## src/rtl/wb_bus_if_gen2_pkg.sv

```systemverilog
// Shared definitions for the second-generation Wishbone bridge.
// The optional bus timeout is enabled by defining WB_IF_TIMEOUT_EN
// (left undefined by default, so the bridge waits indefinitely).
package wb_bus_if_gen2_pkg;

   // Bridge FSM encodings
   typedef enum logic [1:0] {
      ST_IDLE = 2'd0,
      ST_BUSY = 2'd1,
      ST_HOLD = 2'd2
   } wb_state_e;

   // Width of the timeout counter and its limit input
   localparam int TMO_CNT_W = 16;

endpackage

```

## src/rtl/wb_tmo_cnt.sv

```systemverilog
// Bus-cycle timeout counter: cleared while the bridge is not busy, counts
// each busy cycle without termination, flags expiry when it equals the limit.
module wb_tmo_cnt
   import wb_bus_if_gen2_pkg::*;
(
   input  logic                 clk,
   input  logic                 rst,
   input  logic                 i_clr,
   input  logic                 i_en,
   input  logic [TMO_CNT_W-1:0] i_limit,
   output logic                 o_expired
);

   logic [TMO_CNT_W-1:0] r_cnt;

   // Count unterminated busy cycles; clearing has priority over counting
   always_ff @(posedge clk or negedge rst) begin
      if (!rst) begin
         r_cnt <= '0;
      end else if (i_clr) begin
         r_cnt <= '0;
      end else if (i_en) begin
         r_cnt <= r_cnt + TMO_CNT_W'(1);
      end
   end

   assign o_expired = (r_cnt == i_limit);

endmodule

```

## src/rtl/wb_bus_if_gen2.sv

```systemverilog
// Pipeline memory port to Wishbone B3 classic single-beat bridge.
// One bus cycle per CPU request; stallreq holds the pipeline until the
// cycle ends, returned data/error are held while the pipeline is stalled,
// and a flush abandons the cycle. Define WB_IF_TIMEOUT_EN to terminate
// cycles that receive no ack/err within TMO_CYC busy cycles.
module wb_bus_if_gen2
   import wb_bus_if_gen2_pkg::*;
#(
   parameter  int DW      = 32,
   parameter  int AW      = 32,
   parameter  int STALL_W = 6,
   parameter  int TMO_CYC = 255,
   localparam int SW      = DW / 8
) (
   input  logic               clk,
   input  logic               rst,
   input  logic [STALL_W-1:0] stall_i,
   input  logic               flush_i,
   input  logic               cpu_ce_i,
   input  logic               cpu_we_i,
   input  logic [AW-1:0]      cpu_addr_i,
   input  logic [DW-1:0]      cpu_data_i,
   input  logic [SW-1:0]      cpu_sel_i,
   output logic [DW-1:0]      cpu_data_o,
   output logic               cpu_err_o,
   output logic               stallreq,
   input  logic [DW-1:0]      wishbone_data_i,
   input  logic               wishbone_ack_i,
   input  logic               wishbone_err_i,
   output logic [AW-1:0]      wishbone_addr_o,
   output logic [DW-1:0]      wishbone_data_o,
   output logic               wishbone_we_o,
   output logic [SW-1:0]      wishbone_sel_o,
   output logic               wishbone_stb_o,
   output logic               wishbone_cyc_o
);

   wb_state_e     r_state;
   wb_state_e     w_state_next;
   logic [DW-1:0] r_rd_buf;
   logic          r_err_buf;
   logic          w_stalled;
   logic          w_accept;
   logic          w_tmo;
   logic          w_term_err;

   assign w_stalled  = |stall_i;
   assign w_accept   = (r_state == ST_IDLE) && cpu_ce_i && !flush_i;
   // A timeout ends the cycle exactly like a slave error
   assign w_term_err = wishbone_err_i | w_tmo;

`ifdef WB_IF_TIMEOUT_EN
   logic w_tmo_clr;
   logic w_tmo_en;
   logic w_tmo_expired;

   assign w_tmo_clr = (r_state != ST_BUSY);
   assign w_tmo_en  = (r_state == ST_BUSY) && !flush_i && !wishbone_err_i && !wishbone_ack_i;

   wb_tmo_cnt u_tmo_cnt (
      .clk       (clk),
      .rst       (rst),
      .i_clr     (w_tmo_clr),
      .i_en      (w_tmo_en),
      .i_limit   (TMO_CNT_W'(TMO_CYC - 1)),
      .o_expired (w_tmo_expired)
   );

   assign w_tmo = (r_state == ST_BUSY) && w_tmo_expired;
`else
   assign w_tmo = 1'b0;
`endif

   // FSM state register
   always_ff @(posedge clk or negedge rst) begin
      if (!rst) begin
         r_state <= ST_IDLE;
      end else begin
         r_state <= w_state_next;
      end
   end

   // Next state and CPU-side outputs; termination priority is flush > err > ack
   always_comb begin
      w_state_next = r_state;
      cpu_data_o   = '0;
      cpu_err_o    = 1'b0;
      stallreq     = 1'b0;
      case (r_state)
         ST_IDLE: begin
            if (w_accept) begin
               stallreq     = 1'b1;
               w_state_next = ST_BUSY;
            end
         end
         ST_BUSY: begin
            if (flush_i) begin
               w_state_next = ST_IDLE;
            end else if (w_term_err) begin
               cpu_err_o    = 1'b1;
               w_state_next = w_stalled ? ST_HOLD : ST_IDLE;
            end else if (wishbone_ack_i) begin
               cpu_data_o   = wishbone_we_o ? '0 : wishbone_data_i;
               w_state_next = w_stalled ? ST_HOLD : ST_IDLE;
            end else begin
               stallreq = 1'b1;
            end
         end
         ST_HOLD: begin
            cpu_data_o = r_rd_buf;
            cpu_err_o  = r_err_buf;
            if (!w_stalled || flush_i) begin
               w_state_next = ST_IDLE;
            end
         end
         default: begin
            w_state_next = ST_IDLE;
         end
      endcase
   end

   // Bus outputs and held read data / error; bus only changes at edges
   always_ff @(posedge clk or negedge rst) begin
      if (!rst) begin
         wishbone_addr_o <= '0;
         wishbone_data_o <= '0;
         wishbone_we_o   <= 1'b0;
         wishbone_sel_o  <= '0;
         wishbone_stb_o  <= 1'b0;
         wishbone_cyc_o  <= 1'b0;
         r_rd_buf        <= '0;
         r_err_buf       <= 1'b0;
      end else begin
         case (r_state)
            ST_IDLE: begin
               if (w_accept) begin
                  wishbone_addr_o <= cpu_addr_i;
                  wishbone_data_o <= cpu_data_i;
                  wishbone_we_o   <= cpu_we_i;
                  wishbone_sel_o  <= cpu_sel_i;
                  wishbone_stb_o  <= 1'b1;
                  wishbone_cyc_o  <= 1'b1;
               end
            end
            ST_BUSY: begin
               if (flush_i) begin
                  wishbone_stb_o <= 1'b0;
                  wishbone_cyc_o <= 1'b0;
               end else if (w_term_err) begin
                  wishbone_stb_o <= 1'b0;
                  wishbone_cyc_o <= 1'b0;
                  r_err_buf      <= 1'b1;
                  r_rd_buf       <= '0;
               end else if (wishbone_ack_i) begin
                  wishbone_stb_o <= 1'b0;
                  wishbone_cyc_o <= 1'b0;
                  r_err_buf      <= 1'b0;
                  r_rd_buf       <= wishbone_we_o ? '0 : wishbone_data_i;
               end
            end
            ST_HOLD: begin
               if (!w_stalled || flush_i) begin
                  r_err_buf <= 1'b0;
               end
            end
            default: begin
            end
         endcase
      end
   end

endmodule

```

## config.mk

```make
export PLATFORM = sky130hd
export DESIGN_NAME = wb_bus_if_gen2
export DESIGN_NICKNAME = d
export VERILOG_FILES = /design/src/rtl/wb_bus_if_gen2_pkg.sv /design/src/rtl/wb_tmo_cnt.sv /design/src/rtl/wb_bus_if_gen2.sv
export SDC_FILE = /design/constraint.sdc
export NUM_CORES = 1
export LEC_CHECK = 0
export ABC_AREA = 1
export ABC_CLOCK_PERIOD_IN_PS = 2100
export CAP_MARGIN = 5
export CORE_MARGIN = 1.5
export CORE_UTILIZATION = 43
export CTS_BUF_LIST = sky130_fd_sc_hd__clkbuf_4 sky130_fd_sc_hd__clkbuf_8
export DETAILED_ROUTE_END_ITERATION = 8
export HOLD_SLACK_MARGIN = 0.12
export PLACE_DENSITY = 0.82
export SLEW_MARGIN = 30
export SYNTH_ARGS = -nofsm -noshare
export SYNTH_HDL_FRONTEND = slang
export SYNTH_SLANG_ARGS = --single-unit
```

## constraint.sdc

```tcl
create_clock -name clk -period 2.1 [get_ports clk]
set_clock_uncertainty 0.1 [all_clocks]
set_input_delay 0.525 -clock clk [delete_from_list [all_inputs] [get_ports clk]]
set_output_delay 0.525 -clock clk [all_outputs]
set_load 0.03 [all_outputs]
```

==> results of run 1 <==
[cell type report]
cell class / count / area share
Clock buffer: 12 / 0.0185
Clock inverter: 4 / 0.00598
Inverter: 80 / 0.0374
Multi-Input combinational cell: 337 / 0.259
Sequential cell: 105 / 0.307
Tap cell: 140 / 0.0204
Timing Repair Buffer: 267 / 0.352
[cells in the final DEF, fill, tap and decap left out, drive strengths merged, types with 9 or more instances in the layout]
cell	n
nor2	9
inv	79
dlymetal6s2s	29
clkbuf	15
nand3	37
a21oi	33
clkdlybuf4s50	149
o21ai	71
dfrtp	105
buf	81
nand2	182
[sequential cells by signal (all words and copies together) (netlist names)]
register         flops
r_err_buf            1
r_rd_buf            32
r_state              2
wishbone_addr_o     32
wishbone_cyc_o       1
wishbone_data_o     32
wishbone_sel_o       4
wishbone_we_o        1
[kinds of logic (layout without fill, tap and decap cells)]
group                      count (synthesis)  in the layout
and+or+nand+nor                          228            228
buffers and inverters                    112            363
adders and majority gates                  3              3
DFF                                      105            105
AOI/OAI and AO/OA                        106            106
[power breakdown]
group | total (uW) | leakage [uW] | internal [uW] | switching [uW]
clock network | 1310 | 0.000106 | 631 | 680
logic | 6240 | 0.00279 | 2590 | 3650
registers | 3530 | 0.00133 | 2970 | 565
total | 11100 | 0.00423 | 6190 | 4890
[synth_stat cells (all sizes together)]
| master | instances |
|---|---|
| a21boi | 1 |
| a21oi | 33 |
| buf | 24 |
| clkbuf | 8 |
| clkinv | 1 |
| dfrtp | 105 |
| ha | 3 |
| inv | 79 |
| nand2 | 182 |
| nand3 | 37 |
| nor2 | 9 |
| o21ai | 71 |
| o21bai | 1 |
[per-stage QoR]
| step | utilization | instance area (sq um) | hold slack [ns] |
|---|---|---|---|
| global route | 0.781 | 8580 | 0.415 |
| CTS | 0.755 | 8290 | 0.381 |
| floorplan | - | 5080 | 0.129 |
| detailed placement | 0.685 | 7520 | 0.358 |
| global placement | 0.685 | 7520 | 0.362 |
| finish | 0.781 | 8580 | 0.385 |
[path summary, 6_finish.rpt]
kind                                   start                 to  slack (ns)  depth (start not counted)
min in group asynchronous                rst       r_rd_buf[30]        0.55                          2
hold / removal             wishbone_sel_o[0]  wishbone_sel_o[0]        0.39                          2
hold reg to reg            wishbone_sel_o[0]  wishbone_sel_o[0]        0.39                          2
setup reg to reg                  r_state[0]          r_err_buf        0.35                          8
setup / recovery              wishbone_err_i     cpu_data_o[25]       -0.41                          9
max in group asynchronous                rst       r_rd_buf[11]        0.76                          3
[layer usage]
| metal | part of all wire | track usage | up-vias |
|---|---|---|---|
| met5 | 0 | 0 | - |
| met4 | 0.033 | 0.108 | 0 |
| met2 | 0.52 | 0.480 | 202 |
| met3 | 0.078 | 0.0984 | 39 |
| li1 | - | - | 2220 |
| met1 | 0.37 | 0.279 | 2188 |
[repair_timing]
item	in CTS	in global routing
gates resized for setup	79	54
pin swaps	11	12
endpoints found under the setup margin	35	63
hold endpoints to repair	26	0
buffers inserted	9	2
cloned	5	3
hold buffers	1	0
[worst max-delay path: stages]
cell             delay (ns)
clkdlybuf4s15_2        0.19
buf_6                  0.12
nor2_4                 0.22
buf_6                  0.14
buf_6                  0.09
buf_16                 0.15
nand3_4                0.11
a21oi_4                0.18
buf_6                  0.15
==> reports/metrics.cfg, run 1 <==
[synthesis]
synth-compound-area-share=0.132
netlist_instances=554
synth_simple_gate_area_frac=0.219
syn_area_per_cell_sq_um=8.83
synth-seq-area-share=0.537
synth_fp_nets=670
yosysTopAreaCell=dfrtp_1
synthMuxAreaShare=0
ys_top_cells_by_area=dfrtp_1 (54%), nand2_1 (14%), o21ai_0 (6.4%), nand3_2 (6.3%), inv_1 (5.9%)
yosys_warnings=0
ys_seq_elements=105
synth.distinct_cells=21
synth_top_family_by_area=simple AND/OR/NAND/NOR gates
yosysTopAreaCellShare=0.537
synth_xor_area_frac=0
synth_area_sq_mm=0.00489
synth_fa_ha_area_frac=0.00767

[route]
drtIter0Drc=266
post_drt_via_cell_ratio=4.92
drc_errors=0
wirelength_um=15900
drtAntennaViolNets=0
wl_per_cell_um=16.8
vias=4649
dr.pass1.iters=4

[global_routing]
grt_pass1_vias=4954
grt_pass1_wl_um=24100
overflow=0
antenna_found_initial=0
grt_max_degree=46
grtUsageTotal=0.266

[die]
core_area_sq_mm=0.0110
die_h_um=110
ios=218
rows=38
die_w_um=110
dieArea_sq_mm=0.0120
start_util=0.446

[timing]
hold_viol_final=0
drv_slew=0
setup_viol=34
rsz0062_at_grt=true
fmax_mhz=398
period_share=1.20
slew_headroom=0.710
setup-tns-final_ns=-11.36
finalCriticalPeriod_ns=2.51
worst_pin_slew_ns=0.435
fin_ws_ns=-0.414

[flow_run]
cap_violations=0

[critical_path]
worst_setup_path_start_kind=input port
worstPathRequired_ns=1.47
crit_path_end_kind=output port
crit_type=in -> out
cp_max_fo=8
cp.arrival_ns=1.89

[cts]
clkSlewWorstSetupHoldPaths_ns=0.10
root_buffer=clkbuf_8
clock_sinks=105
cts_tree=yes
cts_buffer_depth=2
cts_max_level=3
clock_latency_ns=0.36
numCtsBuffers=9

[final_layout]
drive_gt1_frac=0.229
multi_input_area_sq_mm=0.00222
diodes=0
fin_nets=916
seq_area_sq_mm=0.00263
fin_cells=945
fill_cells=693
syn2layout_area_growth_pct=75.2

[placement]
gp_congestion=0.773
dp_slack_ns=-0.439
port_buffers=217
dp.cells=910
hpwl_um=10100

[worst_hold_path]
hold_path_class=reg -> reg

[power_and_ir_drop]
vdd_ir_drop_max_mv=0.795
leakage_uw=0.00423
p_total_uw=11100
powerDensity_mw_per_mm2=1290

[outcome]
violations=negative setup slack
outcome=finished, violations left

Power figures use the tool's default switching activity.
==> run 2, diff against run 1 <==
--- a/config.mk
+++ b/config.mk
@@ -9,3 +9,2 @@
 export ABC_CLOCK_PERIOD_IN_PS = 2100
-export CAP_MARGIN = 5
 export CORE_MARGIN = 1.5
==> constraint.sdc (replaced) <==
create_clock -name clk -period 2.1 [get_ports clk]
set_clock_uncertainty 0.1 [all_clocks]
set_input_delay 0.42 -clock clk [delete_from_list [all_inputs] [get_ports clk]]
set_output_delay 0.42 -clock clk [all_outputs]
set_load 0.03 [all_outputs]
==> run 2 against run 1 <==
The run still ends with negative setup slack left. Cell count decreased by 1.3%. Maximum frequency increased by 6.3%. Critical path depth unchanged. Sequential cell count unchanged. Sequential share of layout area increased by 2.8 points. Combinational power decreased by 9.6%. Via count decreased by 3.7%. Hold slack got worse by 0.00055 ns. Largest cell class is now registers. Cell area decreased by 8.3%.
==> reports/metrics.cfg, run 2 (synthesis results as in run 1) <==
[timing]
fin_ws_ns=-0.265  ; +0.149 ns
fmax_mhz=423  ; +6.3%
slew_headroom=0.674  ; -0.0361
finalCriticalPeriod_ns=2.36  ; -0.149 ns
worst_pin_slew_ns=0.489  ; +0.0542 ns
hold_viol_final=0  ; unchanged
rsz0062_at_grt=true
period_share=1.13  ; -0.0709
setup_viol=34  ; unchanged
drv_slew=0  ; unchanged

[final_layout]
diodes=0  ; unchanged
layout_common_cells=clkdlybuf4s50_1 (182), nand2_1 (180), dfrtp_1 (104)
fin_nets=904  ; -1.3%
syn2layout_area_growth_pct=60.6
drive_gt1_frac=0.212  ; -0.0167
fin_cells=933  ; -1.3%
fin_util=0.716  ; -0.0650
layout_commonest_cell=clkdlybuf4s50_1
reg_top3=r_rd_buf (32), wishbone_addr_o (32), wishbone_data_o (32)

[cts]
clock_sinks=105  ; unchanged
cts_buffer_depth=2  ; unchanged
root_buffer=clkbuf_8
clock_latency_ns=0.36  ; about the same
cts_tree=yes
numCtsBuffers=9  ; unchanged
cts_max_level=3  ; unchanged
clkSlewWorstSetupHoldPaths_ns=0.09  ; about the same

[global_routing]
grt-busiest-layer=met2
grt_pass1_vias=4336  ; -12%
grt_pass1_wl_um=20200  ; -16%
grt_use_met3=0.0777  ; -0.0207
antenna_found_initial=0  ; unchanged
use_met1=0.254  ; -0.0250
grt_max_degree=140  ; +200%
overflow=0  ; unchanged
grtUsageMet2=0.365  ; -0.115
grtUsageTotal=0.218  ; -0.0479

[placement]
port_buffers=217  ; unchanged
hpwl_um=9110  ; -9.8%
gp_congestion=0.772  ; about the same
dp.cells=905  ; -0.55%

[critical_path]
crit_path_end_kind=output port
crit_chain=inv_2 > ha_4 > inv_2 > nor2_4 > nand2_8 > clkinv_8 > nand3_2 > a21oi_2 > buf_6
worstPathRequired_ns=1.58  ; +0.11 ns
cpMostUsedCell=inv_2
cp_slowest_stage_delay_ns=0.40  ; +0.18 ns
cp.arrival_ns=1.84  ; -0.05 ns
cp_max_fo=8  ; unchanged
worst_setup_path_start_kind=register
crit_type=reg -> out
slowest_stage=dfrtp_1

[power_and_ir_drop]
powerDensity_mw_per_mm2=1310  ; +1.2%
leakage_uw=0.00370  ; -13%
vdd_ir_drop_max_mv=0.874  ; +10%

[die]
die_w_um=110  ; unchanged
core_area_sq_mm=0.0110  ; unchanged
start_util=0.446  ; unchanged
ios=218  ; unchanged
die_h_um=110  ; unchanged
dieArea_sq_mm=0.0120  ; unchanged
rows=38  ; unchanged

[route]
drc_errors=0  ; unchanged
dr.pass1.iters=5  ; +1
vias=4476  ; -3.7%
drtAntennaViolNets=0  ; unchanged
post_drt_via_cell_ratio=4.80  ; -2.5%
wl_per_cell_um=14.5  ; -14%
wirelength_um=13600  ; -15%
drtIter0Drc=207  ; -22%

[outcome]
violations=negative setup slack
outcome=finished, violations left

[worst_hold_path]
hold_path_class=reg -> reg

[flow_run]
cap_violations=0  ; unchanged

run 2: worst paths after layout:
kind	start	endpoint	slack [ns]	depth (start not counted)
min in group asynchronous	rst	r_rd_buf[31]	0.46	2
max	r_state[1]	cpu_data_o[13]	-0.26	9
min	r_err_buf	r_err_buf	0.38	2
max in group asynchronous	rst	r_rd_buf[21]	0.88	3
min reg2reg	r_err_buf	r_err_buf	0.38	2
max reg2reg	r_state[0]	r_err_buf	0.16	9
run 2: through the flow:
stage          power (uW)  worst slack [ns]  TNS [ns]  cell area, sq um  hold WS (ns)
3_3_place_gp         8460            -0.302     -8.62              7240         0.280
5_1_grt             10900            -0.371    -10.90              7860         0.403
4_1_cts             10000            -0.292     -8.65              7720         0.381
6_report            10300            -0.265     -7.62              7860         0.385
2_1_floorplan        6420            0.0385         0              4890        0.0244
3_5_place_dp         8620            -0.397     -9.89              7240         0.283
run 2: power breakdown:
| group | internal (uW) | switching, uW |
|---|---|---|
| logic | 2300 | 3340 |
| clock network | 473 | 662 |
| registers | 2970 | 535 |
run 2: per-layer routing:
metal | vias to the layer above | share of wire
met5 | - | 0
met4 | 0 | 0.020
met3 | 20 | 0.086
met2 | 179 | 0.49
met1 | 2094 | 0.41
li1 | 2183 | -
run 2: final cells by class:
cell class                      instances  area, sq um
Clock inverter                          5         31.3
Tap cell                              140          175
Fill cell                             787         3120
Timing Repair Buffer                  253         2600
Multi-Input combinational cell        337         1920
Inverter                               80          318
Sequential cell                       105         2630
Timing Repair inverter                  2         46.3
Clock buffer                           11          145
run 2: critical path: cells and delay by family (launching register included):
family / cells / cell delay, ns
flip-flops: 1 / 0.40
AND/OR/NAND/NOR: 3 / 0.37
adder cells (fa/ha/maj): 1 / 0.13
buffers and inverters: 4 / 0.39
AO/OA/AOI/OAI: 1 / 0.18
run 2: repair_timing:
| action | 4_1_cts | 5_1_grt |
|---|---|---|
| hold buffers | 1 | 0 |
| pin swaps | 5 | 10 |
| setup endpoints to repair | 34 | 34 |
| buffers inserted | 6 | 2 |
| gates cloned | 2 | 2 |
| resized for setup | 55 | 17 |
| endpoints found under the hold margin | 28 | 0 |
